`config.mk`:
```
export PLATFORM = sky130hd
export DESIGN_NAME = screen_update_controller
export DESIGN_NICKNAME = d
export VERILOG_FILES = /design/src/rtl/screen_update_pkg.sv /design/src/rtl/cell_req_fifo.sv /design/src/rtl/screen_update_controller.sv
export SDC_FILE = /design/constraint.sdc
export NUM_CORES = 1
export LEC_CHECK = 0
export CORE_MARGIN = 1
export CORE_UTILIZATION = 55
export CTS_BUF_LIST = sky130_fd_sc_hd__clkbuf_2
export DETAILED_ROUTE_END_ITERATION = 6
export GPL_ROUTABILITY_DRIVEN = 0
export PLACE_DENSITY = 0.9
export SYNTH_ARGS = -nofsm -noshare
export SYNTH_HDL_FRONTEND = slang
export SYNTH_SLANG_ARGS = --single-unit
```
`constraint.sdc`:
```
create_clock -name CLOCK -period 6.1 [get_ports CLOCK]
set_clock_uncertainty 0.15 [all_clocks]
set_input_delay 0.915 -clock CLOCK [delete_from_list [all_inputs] [get_ports CLOCK]]
set_output_delay 0.915 -clock CLOCK [all_outputs]
set_load 0.02 [all_outputs]
```
`src/rtl/screen_update_pkg.sv`:
```
// Shared types and constants for the screen-update controller.
// State encoding, screen select codes, screen geometry and the cell request entry.
package screen_update_pkg;

    localparam int unsigned SCREEN_W     = 320;
    localparam int unsigned SCREEN_H     = 240;
    localparam int unsigned TOTAL_PIXELS = SCREEN_W * SCREEN_H;

    localparam logic [2:0] S_BLACK_SCREEN       = 3'd0;
    localparam logic [2:0] S_GAME_BOARD         = 3'd1;
    localparam logic [2:0] S_PLAYER1_WIN_SCREEN = 3'd2;
    localparam logic [2:0] S_PLAYER2_WIN_SCREEN = 3'd3;

    typedef enum logic [2:0] {
        S_IDLE,
        S_START,
        S_FULL,
        S_CELL,
        S_DONE
    } state_e;

    // One queued cell draw: top-left corner of the cell.
    typedef struct packed {
        logic [8:0] x;
        logic [7:0] y;
    } cell_req_t;

endpackage

```
`src/rtl/cell_req_fifo.sv`:
```
// Small synchronous FIFO of cell draw requests ({x,y}, 17 bits per entry).
// Depth must be a power of two (>= 2); push when full and pop when empty are ignored.
module cell_req_fifo
    import screen_update_pkg::*;
#(
    parameter int unsigned Depth = 4
) (
    input  logic                     clk_i,
    input  logic                     rst_ni,
    input  logic                     push_i,
    input  cell_req_t                data_i,
    input  logic                     pop_i,
    output cell_req_t                data_o,
    output logic [$clog2(Depth):0]   count_o,
    output logic                     full_o,
    output logic                     empty_o
);

    localparam int unsigned AW = $clog2(Depth);

    cell_req_t        mem_q [Depth];
    logic [AW-1:0]    wr_ptr_q, rd_ptr_q;
    logic [AW:0]      count_q;
    logic             do_push, do_pop;

    assign full_o  = count_q[AW];          // count == Depth, Depth being a power of two
    assign empty_o = (count_q == '0);
    assign count_o = count_q;
    assign data_o  = mem_q[rd_ptr_q];

    assign do_push = push_i & ~full_o;
    assign do_pop  = pop_i & ~empty_o;

    // Pointer and occupancy tracking; simultaneous push and pop leaves count unchanged.
    always_ff @(posedge clk_i or negedge rst_ni) begin
        if (!rst_ni) begin
            wr_ptr_q <= '0;
            rd_ptr_q <= '0;
            count_q  <= '0;
        end else begin
            if (do_push) wr_ptr_q <= wr_ptr_q + 1'b1;
            if (do_pop)  rd_ptr_q <= rd_ptr_q + 1'b1;
            if (do_push && !do_pop)      count_q <= count_q + 1'b1;
            else if (do_pop && !do_push) count_q <= count_q - 1'b1;
        end
    end

    // Entry storage, no reset needed: occupancy guards every read.
    always_ff @(posedge clk_i) begin
        if (do_push) mem_q[wr_ptr_q] <= data_i;
    end

endmodule

```
`src/rtl/screen_update_controller.sv`:
```
// Screen-update sequencer: arbitrates full-screen redraws and cell draws, pulses
// START_DRAWING, drives screen_state, scans cell pixels and strobes the VGA plot.
// Optional feature macro CELL_FIFO_EN: buffer cell requests in a FIFO_DEPTH-entry FIFO
// instead of a single holding register.
module screen_update_controller
    import screen_update_pkg::*;
#(
    parameter int unsigned CELL_SIZE  = 10,
    parameter int unsigned FIFO_DEPTH = 4
) (
    input  logic        CLOCK,
    input  logic        RESETN,
    input  logic        scr_req,
    input  logic [2:0]  scr_state,
    output logic        scr_ack,
    input  logic        cell_valid,
    output logic        cell_ready,
    input  logic [8:0]  cell_base_x,
    input  logic [7:0]  cell_base_y,
    input  logic [16:0] screen_counter,
    output logic        START_DRAWING,
    output logic [2:0]  screen_state,
    output logic [8:0]  cell_x_out,
    output logic [7:0]  cell_y_out,
    output logic        plot,
    output logic        busy,
    output logic        done
);

    localparam logic [16:0] LastPix = 17'(TOTAL_PIXELS);
    localparam logic [3:0]  DMax    = 4'(CELL_SIZE - 1);

    if (CELL_SIZE < 1 || CELL_SIZE > 16) begin : g_bad_cell_size
        $error("CELL_SIZE must be 1..16");
    end
    if (FIFO_DEPTH < 2 || (FIFO_DEPTH & (FIFO_DEPTH - 1)) != 0) begin : g_bad_fifo_depth
        $error("FIFO_DEPTH must be a power of two >= 2");
    end

    state_e     state_q;
    logic       full_mode_q, drain_q;
    logic       scr_ack_q, start_q, done_q, cell_plot_q;
    logic [2:0] screen_state_q;
    logic [8:0] base_x_q, cell_x_q, next_x;
    logic [7:0] base_y_q, cell_y_q, next_y;
    logic [3:0] dx_q, dy_q, dx_next, dy_next;
    logic       last_dx, last_cell;
    logic       full_plot;

    cell_req_t  cell_in, head;
    logic       have_entry, cell_push, cell_pop;

    assign cell_in   = {cell_base_x, cell_base_y};
    assign cell_push = cell_valid & cell_ready;
    // scr_req has priority, so a stored cell is only taken when no redraw is requested.
    assign cell_pop  = (state_q == S_IDLE) & ~scr_req & have_entry;

`ifdef CELL_FIFO_EN
    logic [$clog2(FIFO_DEPTH):0] fifo_count;
    logic                        fifo_full, fifo_empty;

    cell_req_fifo #(
        .Depth (FIFO_DEPTH)
    ) u_cell_req_fifo (
        .clk_i   (CLOCK),
        .rst_ni  (RESETN),
        .push_i  (cell_push),
        .data_i  (cell_in),
        .pop_i   (cell_pop),
        .data_o  (head),
        .count_o (fifo_count),
        .full_o  (fifo_full),
        .empty_o (fifo_empty)
    );

    assign cell_ready = ~fifo_full;
    assign have_entry = (fifo_count != '0) & ~fifo_empty;
`else
    logic      held_q;
    cell_req_t held_data_q;

    // Single-entry holding register; push and pop never coincide since ready = ~held.
    always_ff @(posedge CLOCK or negedge RESETN) begin
        if (!RESETN) begin
            held_q      <= 1'b0;
            held_data_q <= '0;
        end else if (cell_pop) begin
            held_q <= 1'b0;
        end else if (cell_push) begin
            held_q      <= 1'b1;
            held_data_q <= cell_in;
        end
    end

    assign cell_ready = ~held_q;
    assign have_entry = held_q;
    assign head       = held_data_q;
`endif

    // Next scan position (dx fastest) and its truncated pixel coordinates.
    always_comb begin
        last_dx   = (dx_q == DMax);
        last_cell = last_dx && (dy_q == DMax);
        dx_next   = last_dx ? 4'd0 : dx_q + 4'd1;
        dy_next   = last_dx ? dy_q + 4'd1 : dy_q;
        next_x    = base_x_q + 9'(dx_next);
        next_y    = base_y_q + 8'(dy_next);
    end

    // Main sequencer with registered strobes and coordinates.
    always_ff @(posedge CLOCK or negedge RESETN) begin
        if (!RESETN) begin
            state_q        <= S_IDLE;
            full_mode_q    <= 1'b0;
            drain_q        <= 1'b0;
            scr_ack_q      <= 1'b0;
            start_q        <= 1'b0;
            done_q         <= 1'b0;
            cell_plot_q    <= 1'b0;
            screen_state_q <= S_BLACK_SCREEN;
            base_x_q       <= '0;
            base_y_q       <= '0;
            cell_x_q       <= '0;
            cell_y_q       <= '0;
            dx_q           <= '0;
            dy_q           <= '0;
        end else begin
            scr_ack_q   <= 1'b0;
            start_q     <= 1'b0;
            done_q      <= 1'b0;
            cell_plot_q <= 1'b0;
            unique case (state_q)
                S_IDLE: begin
                    if (scr_req) begin
                        screen_state_q <= scr_state;
                        full_mode_q    <= 1'b1;
                        scr_ack_q      <= 1'b1;
                        start_q        <= 1'b1;
                        state_q        <= S_START;
                    end else if (have_entry) begin
                        base_x_q       <= head.x;
                        base_y_q       <= head.y;
                        screen_state_q <= S_GAME_BOARD;
                        full_mode_q    <= 1'b0;
                        start_q        <= 1'b1;
                        state_q        <= S_START;
                    end
                end
                S_START: begin
                    if (full_mode_q) begin
                        state_q <= S_FULL;
                    end else begin
                        dx_q     <= '0;
                        dy_q     <= '0;
                        drain_q  <= 1'b0;
                        cell_x_q <= base_x_q;
                        cell_y_q <= base_y_q;
                        state_q  <= S_CELL;
                    end
                end
                S_FULL: begin
                    if (screen_counter == LastPix + 17'd1) begin
                        done_q  <= 1'b1;
                        state_q <= S_DONE;
                    end
                end
                S_CELL: begin
                    // The datapath registers the coordinates, so each plot trails its issue by one cycle.
                    if (drain_q) begin
                        drain_q <= 1'b0;
                        done_q  <= 1'b1;
                        state_q <= S_DONE;
                    end else begin
                        cell_plot_q <= 1'b1;
                        if (last_cell) begin
                            drain_q <= 1'b1;
                        end else begin
                            dx_q     <= dx_next;
                            dy_q     <= dy_next;
                            cell_x_q <= next_x;
                            cell_y_q <= next_y;
                        end
                    end
                end
                S_DONE:  state_q <= S_IDLE;
                default: state_q <= S_IDLE;
            endcase
        end
    end

    // Full-screen plot follows the datapath pixel counter directly.
    assign full_plot = (state_q == S_FULL) && (screen_counter != '0) &&
                       (screen_counter <= LastPix);

    assign scr_ack       = scr_ack_q;
    assign START_DRAWING = start_q;
    assign screen_state  = screen_state_q;
    assign cell_x_out    = cell_x_q;
    assign cell_y_out    = cell_y_q;
    assign plot          = full_plot | cell_plot_q;
    assign busy          = (state_q != S_IDLE);
    assign done          = done_q;

endmodule

```
Yosys cells after proc, flatten, opt, wreduce, memory -nomap -nowiden
Index checks and enable logic that the tools add are counted.
{ "op_classes": {"order_cmp": 1, "mux": 42, "n_eq_ne": 12, "n_reduce_logical": 15, "addsub": 4, "n_bitwise": 7} }
{ "ops": {"columns": ["cell", "n"], "rows": [
  ["2-to-1 mux 4 bit", 7],
  ["2-to-1 mux 9 bit", 3],
  ["2-to-1 mux 8 bit", 3],
  ["one-hot mux 9 bit (2 select lines)", 1],
  ["equality test 17 bit, second input constant", 1],
  ["<= comparator 17 bit, second input constant", 1],
  ["2-to-1 mux 1 bit", 17],
  ["nonzero test 17 bit", 1],
  ["one-hot mux 4 bit (2 select lines)", 2],
  ["one-hot mux 8 bit (2 select lines)", 1],
  ["2-to-1 mux 3 bit", 5],
  ["one-hot mux 3 bit (4 select lines)", 1],
  ["inequality test 2 bit, second input constant", 5],
  ["adder 9 x 4 -> 9 bit", 1],
  ["adder 4 x 1 -> 4 bit, second input constant", 2],
  ["adder 8 x 4 -> 8 bit", 1],
  ["equality test 4 bit, second input constant", 2],
  ["equality test 3 x 2 -> 1 bit, second input constant", 2],
  ["AND reduction 2 bit", 3],
  ["AND reduction 3 bit", 2],
  ["nonzero test 2 bit", 3],
  ["one-hot mux 1 bit (2 select lines)", 2],
  ["AND reduction 4 bit", 1],
  ["AND 1 bit", 3],
  ["other kinds (7)", 11]
]} }
{ "totals": {"register_bits": 72} }

Longest topological paths before layout
{ "depth": {"depth_word": 6, "depth_mapped": 12, "ltp_nobuf": 12} }

Worst setup path before layout
No wires, ideal clock.
{ "synth_path": {"path_kind": "input to output", "start": "input screen_counter[1]", "end": "output plot", "t_arrival_ns": 1.857, "n_path_buf": 0, "cell_stages": 4, "path_slack_ns": 3.178, "cell_sequence": "nor4_1 > nand3_1 > o311ai_0 > a21o_1"} }
{ "synth_between": {"elab_chain_len": 4, "elab_cells_between_ends": 5, "classes_between": "order compare (1); bitwise (1); reduce/logical (3)"} }
{ "synth_rtl": {"columns": ["item", "line_no", "text"], "rows": [
  ["start, declared", "screen_update_controller.sv:20", "input logic [16:0] screen_counter,"],
  ["parallel branches: the longest is 2 deep, another holds <= comparator 17 bit", null, null],
  ["logical AND 1 bit *", "screen_update_controller.sv:192", "assign full_plot = (state_q == S_FULL) && (screen_counter != '0) &&"],
  ["bitwise OR 1 bit *", "screen_update_controller.sv:200", "assign plot = full_plot | cell_plot_q;"],
  ["end, declared", "screen_update_controller.sv:25", "output logic plot,"]
]} }
Every way passes the cells marked *.

Worst setup path in the final report
{ "layout_path": {"start": "input screen_counter[12]", "end": "output plot"} }
The elaborated chain is that of the path after synthesis.

==> impl_results.md <==
* Status: completed
* Crit path capture type: output pin
* Max-slew headroom at between 40% and 50%
* Placed inst area at 4192 um^2
* Die span in x at 81.67 um
* Post-CTS Setup Bufs at 0
* Largest net degree at the start of global routing at 73
* Average size of a mapped cell at 11.01 um^2
* Vias after detailed routing at approximately 2700
* Synth warn at 0
* Htree depth at 3
* Post-Syn Instances at 317
* Worst-path clk slew at approximately 190 ps
* Later-pin clock latency in the skew report at 520 ps
* IO Count at 67
* Worst Hold Class: reg2reg
* Core area at 6026 um^2
* # diodes at 0
* CP delay by family, top: buffers and inverters
* Detail Route Antenna Nets at 0
* Drt first pass iters at 4
* Hold buffers post-CTS at 0
* Synth top area share at 51.61%
* Min setup slack post-route at roughly 2100 ps
* Largest area contributor in the netlist: dfrtp_1
* Register area share after synthesis at between 50% and 60%
* Drt wl/cell at 15.07 um
* Initial antenna violation count at 0
* Total Power at approximately 2.1 mW
* Max Fclk at 252.7 MHz
* Pre-CTS WS at 2155 ps
* Post-Synthesis Cell Area at between 3000 and 4000 um^2
* Max incr delay on CP at roughly 590 ps
* DR vias/cell at 5.751
* Final worst path period share at between 60% and 70%
* Clock Tree Buf Depth at 2
* P_leak at about 1.8 nW
* Ys flop type: dfrtp_1
* DR iter-0 viols at roughly 170
* Final Hold Viols at 0
* Post-route DRC at 0
* Detailed route wirelength on metal2 at about 3400 um
* Slew Limit Fails at 0
* Root buf cell: clkbuf_2
* Synth area leaders: dfrtp_1, mux2_2, ha_1
* Power per cell area at 486.1 nW/um^2
* Design area at 4285 um^2
* Met3 WL at 340 um
* Final setup vio count at 0
* WHS at 367.3 ps
* Fill cells at 433
* Highest metal used: met4
* Starting Density at 57.93%
* Critical path class: in2out
* Post-synth EDFFs at 0
* Worst Tran Pin Value at 864.8 ps
* Post-DP HPWL at 5099 um
* CTS Sinks at 72
* PortBufs at 66
* Global-route wire length before repair at between 10000 and 15000 um
* Gr ovfl total at 0
* Syn Nets at around 370
* CTS tree: yes
* Max Cap Violations at 0
* Final wirelength at between 6000 and 7000 um
* Critical path arrival at 2890 ps
* Setup TNS Final at 0 ps
* Worst path slowest cell: clkdlybuf4s50_1
* DIE HEIGHT at 81.67 um
* Critical path cell sequence: clkdlybuf4s50_1, nor4_1, nand3_1, o311ai_0, a21o_1, clkdlybuf4s50_1
* Share of cells above drive strength 1 at 14.99%
* Async SR Flop Fraction at 100.0%
* RSZ-0062 raised after global routing: false
* Num rows at 28
* Worst-path maximum fanout at 3
* Required @ worst endpoint at 5030 ps
* Crit path buffers/inverters at 2
* Wl on met1 at approximately 3100 um
* CTS Buf Count at 9
* Startpoint Class: input port
* Die Area at roughly 6700 um^2
* Vias in the first global route at 2591
* Yosys cell types at 44
* NumNets Final at between 400 and 500
* All-Layer GR Usage at ~24%
* Peak supply drop at 0.2674 mV
* Final min period at 3958 ps
* P&R area growth vs syn at 22.76%
* Yosys reg bits at 72
* PostCTS Resize Cnt at 0
* Cell mode on critical path: clkdlybuf4s50_1
-- state kept, by name (all words and copies together) (netlist names) --
register / cells
head: 17
base_x_q: 9
cell_x_out: 9
base_y_q: 8
cell_y_out: 8
dx_q: 4
dy_q: 4
screen_state: 3
state_q: 3
START_DRAWING: 1
cell_plot_q: 1
done: 1
drain_q: 1
full_mode_q: 1
have_entry: 1
scr_ack: 1
-- power by group --
| part | total [mW] | switching [mW] | internal [mW] |
|---|---|---|---|
| combinational | 0.997 | 0.516 | 0.481 |
| sequential | 0.862 | 0.172 | 0.690 |
| clock | 0.224 | 0.172 | 0.0522 |
-- cell usage in the layout, fill, tap and decap left out, types with 2 or more instances in the layout --
cell,n
dfrtp_1,72
clkdlybuf4s50_1,65
mux2_2,34
nand2_1,30
nor2_1,23
o21ai_0,17
inv_1,12
a31oi_1,11
ha_1,11
xnor2_1,10
or3_1,9
clkbuf_2,9
a21oi_1,8
nor3_1,6
nand3_1,5
a21o_1,5
a22o_1,5
nor4_1,4
and2_1,4
o31ai_1,4
or4_1,3
a211o_1,3
clkinvlp_4,3
buf_4,3
o21a_1,2
nand4_1,2
o311ai_0,2
a32o_1,2
a2111oi_0,2
fa_1,2
clkinv_4,2
-- area by class of cell --
class | count | area, um^2 | area share, %
sequential | 72 | 1802 | 42.04
multi-input combinational | 218 | 1573 | 36.70
timing repair buffer | 69 | 678.2 | 15.82
tap | 75 | 93.84 | 2.190
clock inverter | 7 | 48.80 | 1.139
clock buffer | 9 | 45.04 | 1.051
inverter | 12 | 45.04 | 1.051
-- metrics by stage --
step / std cells / util (%)
2_1_floorplan: 317 / -
3_3_place_gp: 446 / 69.56
3_5_place_dp: 446 / 69.56
4_1_cts: 462 / 71.12
5_1_grt: 462 / 71.12
6_report: 462 / 71.12
-- cells by family after synthesis --
logic type	after synthesis	synth area share (%)
xor+xnor	11	2.760
simple gates	93	13.15
flops	72	51.61
buf+inv	27	3.333
compound gates	66	12.76
mux	34	10.97
fa+ha+maj	14	5.412
-- synth_stat cells, types with 4 or more instances --
master / instances
nor3_1: 6
mux2_2: 34
nand3_1: 5
nand2_1: 30
dfrtp_1: 72
clkbuf_1: 6
nor4_1: 4
inv_1: 12
xnor2_1: 10
or3_1: 9
a31oi_1: 11
o21ai_0: 17
a21o_1: 5
a21oi_1: 8
and2_1: 4
nor2_1: 23
ha_1: 11
o31ai_1: 4
buf_2: 6
a22o_1: 5
-- per-layer routing --
metal | global-route usage [%] | vias up
met5 | 0 | -
met4 | 11.58 | 0
met3 | 3.889 | 12
met2 | 37.92 | 73
met1 | 32.43 | 1290
li1 | - | 1282
-- tightest hold or removal path, cell delays in order, from the launching register on --
cell	delay, ps
dfrtp_1	390
nand2_1	40
o21ai_0	70
-- path summary, 6_finish.rpt --
check / to / slack, ps / cells after the start / from
setup / recovery: plot / 2140 / 6 / screen_counter[12]
hold / removal: cell_y_out[4] / 370 / 2 / cell_y_out[4]
setup reg to reg: cell_y_out[7] / 3060 / 12 / dx_q[1]
hold reg to reg: cell_y_out[4] / 370 / 2 / cell_y_out[4]
max in group asynchronous: head[9] / 4820 / 2 / RESETN
min in group asynchronous: dx_q[3] / 430 / 2 / RESETN
Power figures use the tool's default switching activity.
==> edit 1: new RTL, same flow settings <==
Reset style: synchronous (`RESETN`), changed in 2 clocked blocks.
--- a/src/rtl/screen_update_controller.sv
+++ b/src/rtl/screen_update_controller.sv
@@ -81,5 +81,5 @@
 
     // Single-entry holding register; push and pop never coincide since ready = ~held.
-    always_ff @(posedge CLOCK or negedge RESETN) begin
+    always_ff @(posedge CLOCK) begin
         if (!RESETN) begin
             held_q      <= 1'b0;
@@ -109,5 +109,5 @@
 
     // Main sequencer with registered strobes and coordinates.
-    always_ff @(posedge CLOCK or negedge RESETN) begin
+    always_ff @(posedge CLOCK) begin
         if (!RESETN) begin
             state_q        <= S_IDLE;
Formal check against the unedited RTL: differs if RESETN is asserted again (counterexample within 4 cycles, from zero or initial values and one cycle with RESETN low); with RESETN held inactive, the same outputs for 10 cycles.
==> edit 1 against the original RTL <==
Global-route usage up 2.0 points. Synthesized cell count up 30%. Sequential cell count unchanged. Routed wire length up 12%. Sequential share of layout area down 6.8 points. Worst setup slack worse by 0.16 ns. Final area down 4.6%. Worst hold slack worse by 0.062 ns. Synthesized area down 4.8%. First-iteration DRC count up 30%. Largest cell class is now multi-input combinational cells. Highest routed layer unchanged.
Power is not compared: it rests on default switching activity, and its combinational part moved more than twofold at a synthesized area within 25%.
==> edit 1: results <==
group,metric,value,unit
yosys,syn-mean-instance-area,8.07,um2
cells_and_area,nNetsFinal,524,
cells_and_area,multiInputGateArea,1770,um2
cells_and_area,clk_share,2.11,%
yosys,ys_seq_area_share,43.4,%
cells_and_area,buffers,67,
detailed_routing,vias,3137,
detailed_routing,drc,0,
critical_path,cp.arrival,3.06,ns
cells_and_area,seq_cell_count,72,
global_route,grt_usage,26.0,%
global_route,grtUsageMet1,32.2,%
yosys,synth.distinct_cells,48,
detailed_routing,firstDrtPassIters,5,
yosys,syn_nets,466,
cells_and_area,drive_above_1_share,5.05,%
global_route,grt_pass1_vias,2883,
detailed_routing,vias_per_cell,5.73,
sta,worst_slew_pin_slew,0.998,ns
cells_and_area,clock_buffers,10,
placed_design,dp_hpwl,5540,um
placed_design,place_inst,531,
detailed_routing,first_iter_violations,218,
critical_path,worst_r2r_path_depth,11,
global_route,grt_max_degree,33,
cells_and_area,num-fill-cells,464,
global_route,met2_usage,42.6,%
global_route,met3_usage,5.37,%
run_status,status,"complete, no violations",
yosys,synthTopCellsByArea,"dfxtp_1 (43%), nand2_1 (11%), a21oi_1 (7.8%), ha_1 (4.1%), nor2_1 (3.7%)",
yosys,ys_async_sr_fraction,0,%
cells_and_area,buffer_area_share,16.3,%
yosys,synth_common_cells,"nand2_1 (93), dfxtp_1 (72), a21oi_1 (52), nor2_1 (33), clkbuf_1 (17)",
global_route,grt_pass1_wl,12800,um
edit 1: cell types whose count changed after synthesis, moves of 11 or more:
cell	delta
nand2_1	+63
dfrtp_1	-72
mux2_2	-33
a21oi_1	+44
dfxtp_1	+72
clkbuf_1	+11
edit 1: path summary, 6_finish.rpt:
| kind | start | endpoint | slack [ns] |
|---|---|---|---|
| min reg2reg | screen_state[0]$_SDFFE_PN0P_ | screen_state[0]$_SDFFE_PN0P_ | 0.31 |
| min | screen_state[0]$_SDFFE_PN0P_ | screen_state[0]$_SDFFE_PN0P_ | 0.31 |
| max reg2reg | dx_q[1]$_SDFFE_PN0P_ | cell_x_out[4]$_SDFFE_PN0P_ | 2.97 |
| max | screen_counter[6] | plot | 1.98 |
edit 1: power by group through the flow:
stage | sequential (uW) | clock (uW) | combinational (uW)
finish | 521 | 222 | 192
detailed placement | 531 | 0 | 191
floorplan | 549 | 0 | 83.9
global route | 525 | 242 | 210
CTS | 521 | 224 | 192
global placement | 529 | 0 | 187
edit 1: kinds of logic after synthesis:
kind of cell               count (synthesis)  share of synthesized area (%)
adders and majority gates                 14                           5.69
and+or+nand+nor                          173                           23.3
xor gates and xnor gates                  11                           2.90
muxes                                      1                          0.339
buffers and inverters                     28                           3.28
DFF                                       72                           43.4
AOI/OAI and AO/OA                        113                           21.1
edit 1: per-layer routing:
metal / vias to the layer above / part of all wire [%]
li1: 1563 / -
met3: 19 / 7.2
met5: - / 0
met2: 134 / 47
met4: 0 / 2.4
met1: 1421 / 44
edit 1: per-stage QoR:
step	worst slack (ns)	util (%)	total power, uW	instance area (um2)
floorplan	3.04	-	633	3320
global placement	2.03	70.5	716	4000
detailed placement	1.96	70.5	722	4000
CTS	1.96	72.0	937	4090
global route	1.81	72.0	977	4090
finish	1.98	72.0	935	4090
==> edit 2: new RTL, same flow settings <==
Without the edit above. Add a define of `CELL_FIFO_EN`.
--- a/src/rtl/screen_update_controller.sv
+++ b/src/rtl/screen_update_controller.sv
@@ -3,4 +3,6 @@
 // Optional feature macro CELL_FIFO_EN: buffer cell requests in a FIFO_DEPTH-entry FIFO
 // instead of a single holding register.
+`define CELL_FIFO_EN
+
 module screen_update_controller
     import screen_update_pkg::*;
Function: changed (a bounded check fails within 4 cycles, from zero or initial values and one cycle with RESETN low).
==> edit 2 against the original RTL <==
Worst setup slack worse by 0.11 ns. Final area up 57%. Fmax decreased by 2.7%. Sequential cell count up 57. Combinational power increased by 21%. Clock power rose by 150%. Routed wire length increased by 52%. First-iteration DRC count increased by 41%. Synthesized area rose by 62%. Power up 52%. Critical path type unchanged. Largest cell class unchanged. Highest routed layer unchanged.
==> edit 2: results <==
group,metric,value,unit
placed_design,placed_cell_area,6440,um2
yosys,syn-mean-instance-area,14.1,um2
detailed_routing,met2WireLength,5410,um
detailed_routing,detail_route.wl_per_cell,17.1,um
detailed_routing,wl_met3,617,um
sta,fin_crit_sh,66.7,%
yosys,synthTopCellsByArea,"edfxtp_1 (36%), dfrtp_1 (27%), mux4_2 (6.8%), ha_1 (3.5%), mux2_2 (3.4%)",
yosys,ys_seq_area_share,62.9,%
critical_path,worstReg2RegStart,"dx_q[0]$_DFFE_PN0P_",
pwr,p_leak,0.00254,uW
critical_path,worst_r2r_path_depth,10,
global_route,grt_pass1_vias,3616,
placed_design,place_inst,587,
pwr,irDropWorstVdd,0.232,mV
global_route,grt_pass1_wl,18200,um
cells_and_area,largest_register_ffs,68,
cells_and_area,nNetsFinal,533,
clocking,clock_path_buffers,2,
sta,worst_slew_pin_slew,1.14,ns
min_path,worstHoldPathType,"primary input to asynchronous set/reset pin",
global_route,met2_usage,36.9,%
run_status,status,"complete, no violations",
clocking,h-tree-depth,4,
yosys,ys_async_sr_fraction,47.3,%
cells_and_area,drive_above_1_share,16.3,%
global_route,grt_max_degree,62,
detailed_routing,vias,3515,
cells_and_area,num-fill-cells,676,
clocking,clkLatencyLatePin,0.67,ns
yosys,synth.distinct_cells,53,
detailed_routing,wl,10600,um
global_route,grtUsageMet1,27.4,%
critical_path,ff2ff_setup_slack,3.12,ns
yosys,syn_nets,461,
global_route,grt_usage,22.3,%
yosys,synth_common_cells,"edfxtp_1 (68), dfrtp_1 (61), nand2_1 (41), nor2_1 (26), o21ai_0 (18)",
global_route,met3_usage,6.23,%
detailed_routing,firstDrtPassIters,5,
edit 2: worst reg2reg max path: cells and delay by family, from the launching register on:
| family | cells | cell delay [ns] |
|---|---|---|
| DFF | 1 | 0.52 |
| adders and majority gates | 2 | 0.59 |
| AOI/OAI and AO/OA | 4 | 0.64 |
| xor gates and xnor gates | 1 | 0.11 |
| and+or+nand+nor | 3 | 0.90 |
edit 2: report_power, final:
part           leakage, uW  internal (uW)  total, uW  switching (uW)
clock network     0.000144            232        559             327
registers          0.00137           1160       1400             235
logic              0.00103            592       1210             620
total              0.00254           1990       3170            1180
edit 2: layout make-up:
type                       instances  area [um2]  area share [%]
sequential                       129        3570            53.2
multi-input combinational        243        1980            29.5
timing repair buffer              69         678            10.1
clock inverter                    15         185            2.76
tap                              133         166            2.48
clock buffer                      17        85.1            1.27
inverter                          13        48.8           0.727
edit 2: worst min-delay path by stage:
stage	end	from	slack [ns]	cells after the start
after floorplan	full_mode_q$_DFFE_PN0P_	full_mode_q$_DFFE_PN0P_	0.31	2
after global placement	cell_x_out[2]$_DFFE_PN0P_	cell_x_out[2]$_DFFE_PN0P_	0.32	2
after detailed placement	cell_x_out[2]$_DFFE_PN0P_	cell_x_out[2]$_DFFE_PN0P_	0.32	2
after CTS	cell_x_out[2]$_DFFE_PN0P_	RESETN	0.19	2
after global routing	dy_q[1]$_DFFE_PN0P_	RESETN	0.22	2
final	base_y_q[4]$_DFFE_PN0P_	RESETN	0.21	2
edit 2: cell families after synthesis:
group | share of synthesized area [%]
muxes | 10.1
AOI/OAI and AO/OA | 8.03
and+or+nand+nor | 9.18
xor gates and xnor gates | 2.78
adders and majority gates | 4.79
buffers and inverters | 2.18
DFF | 62.9
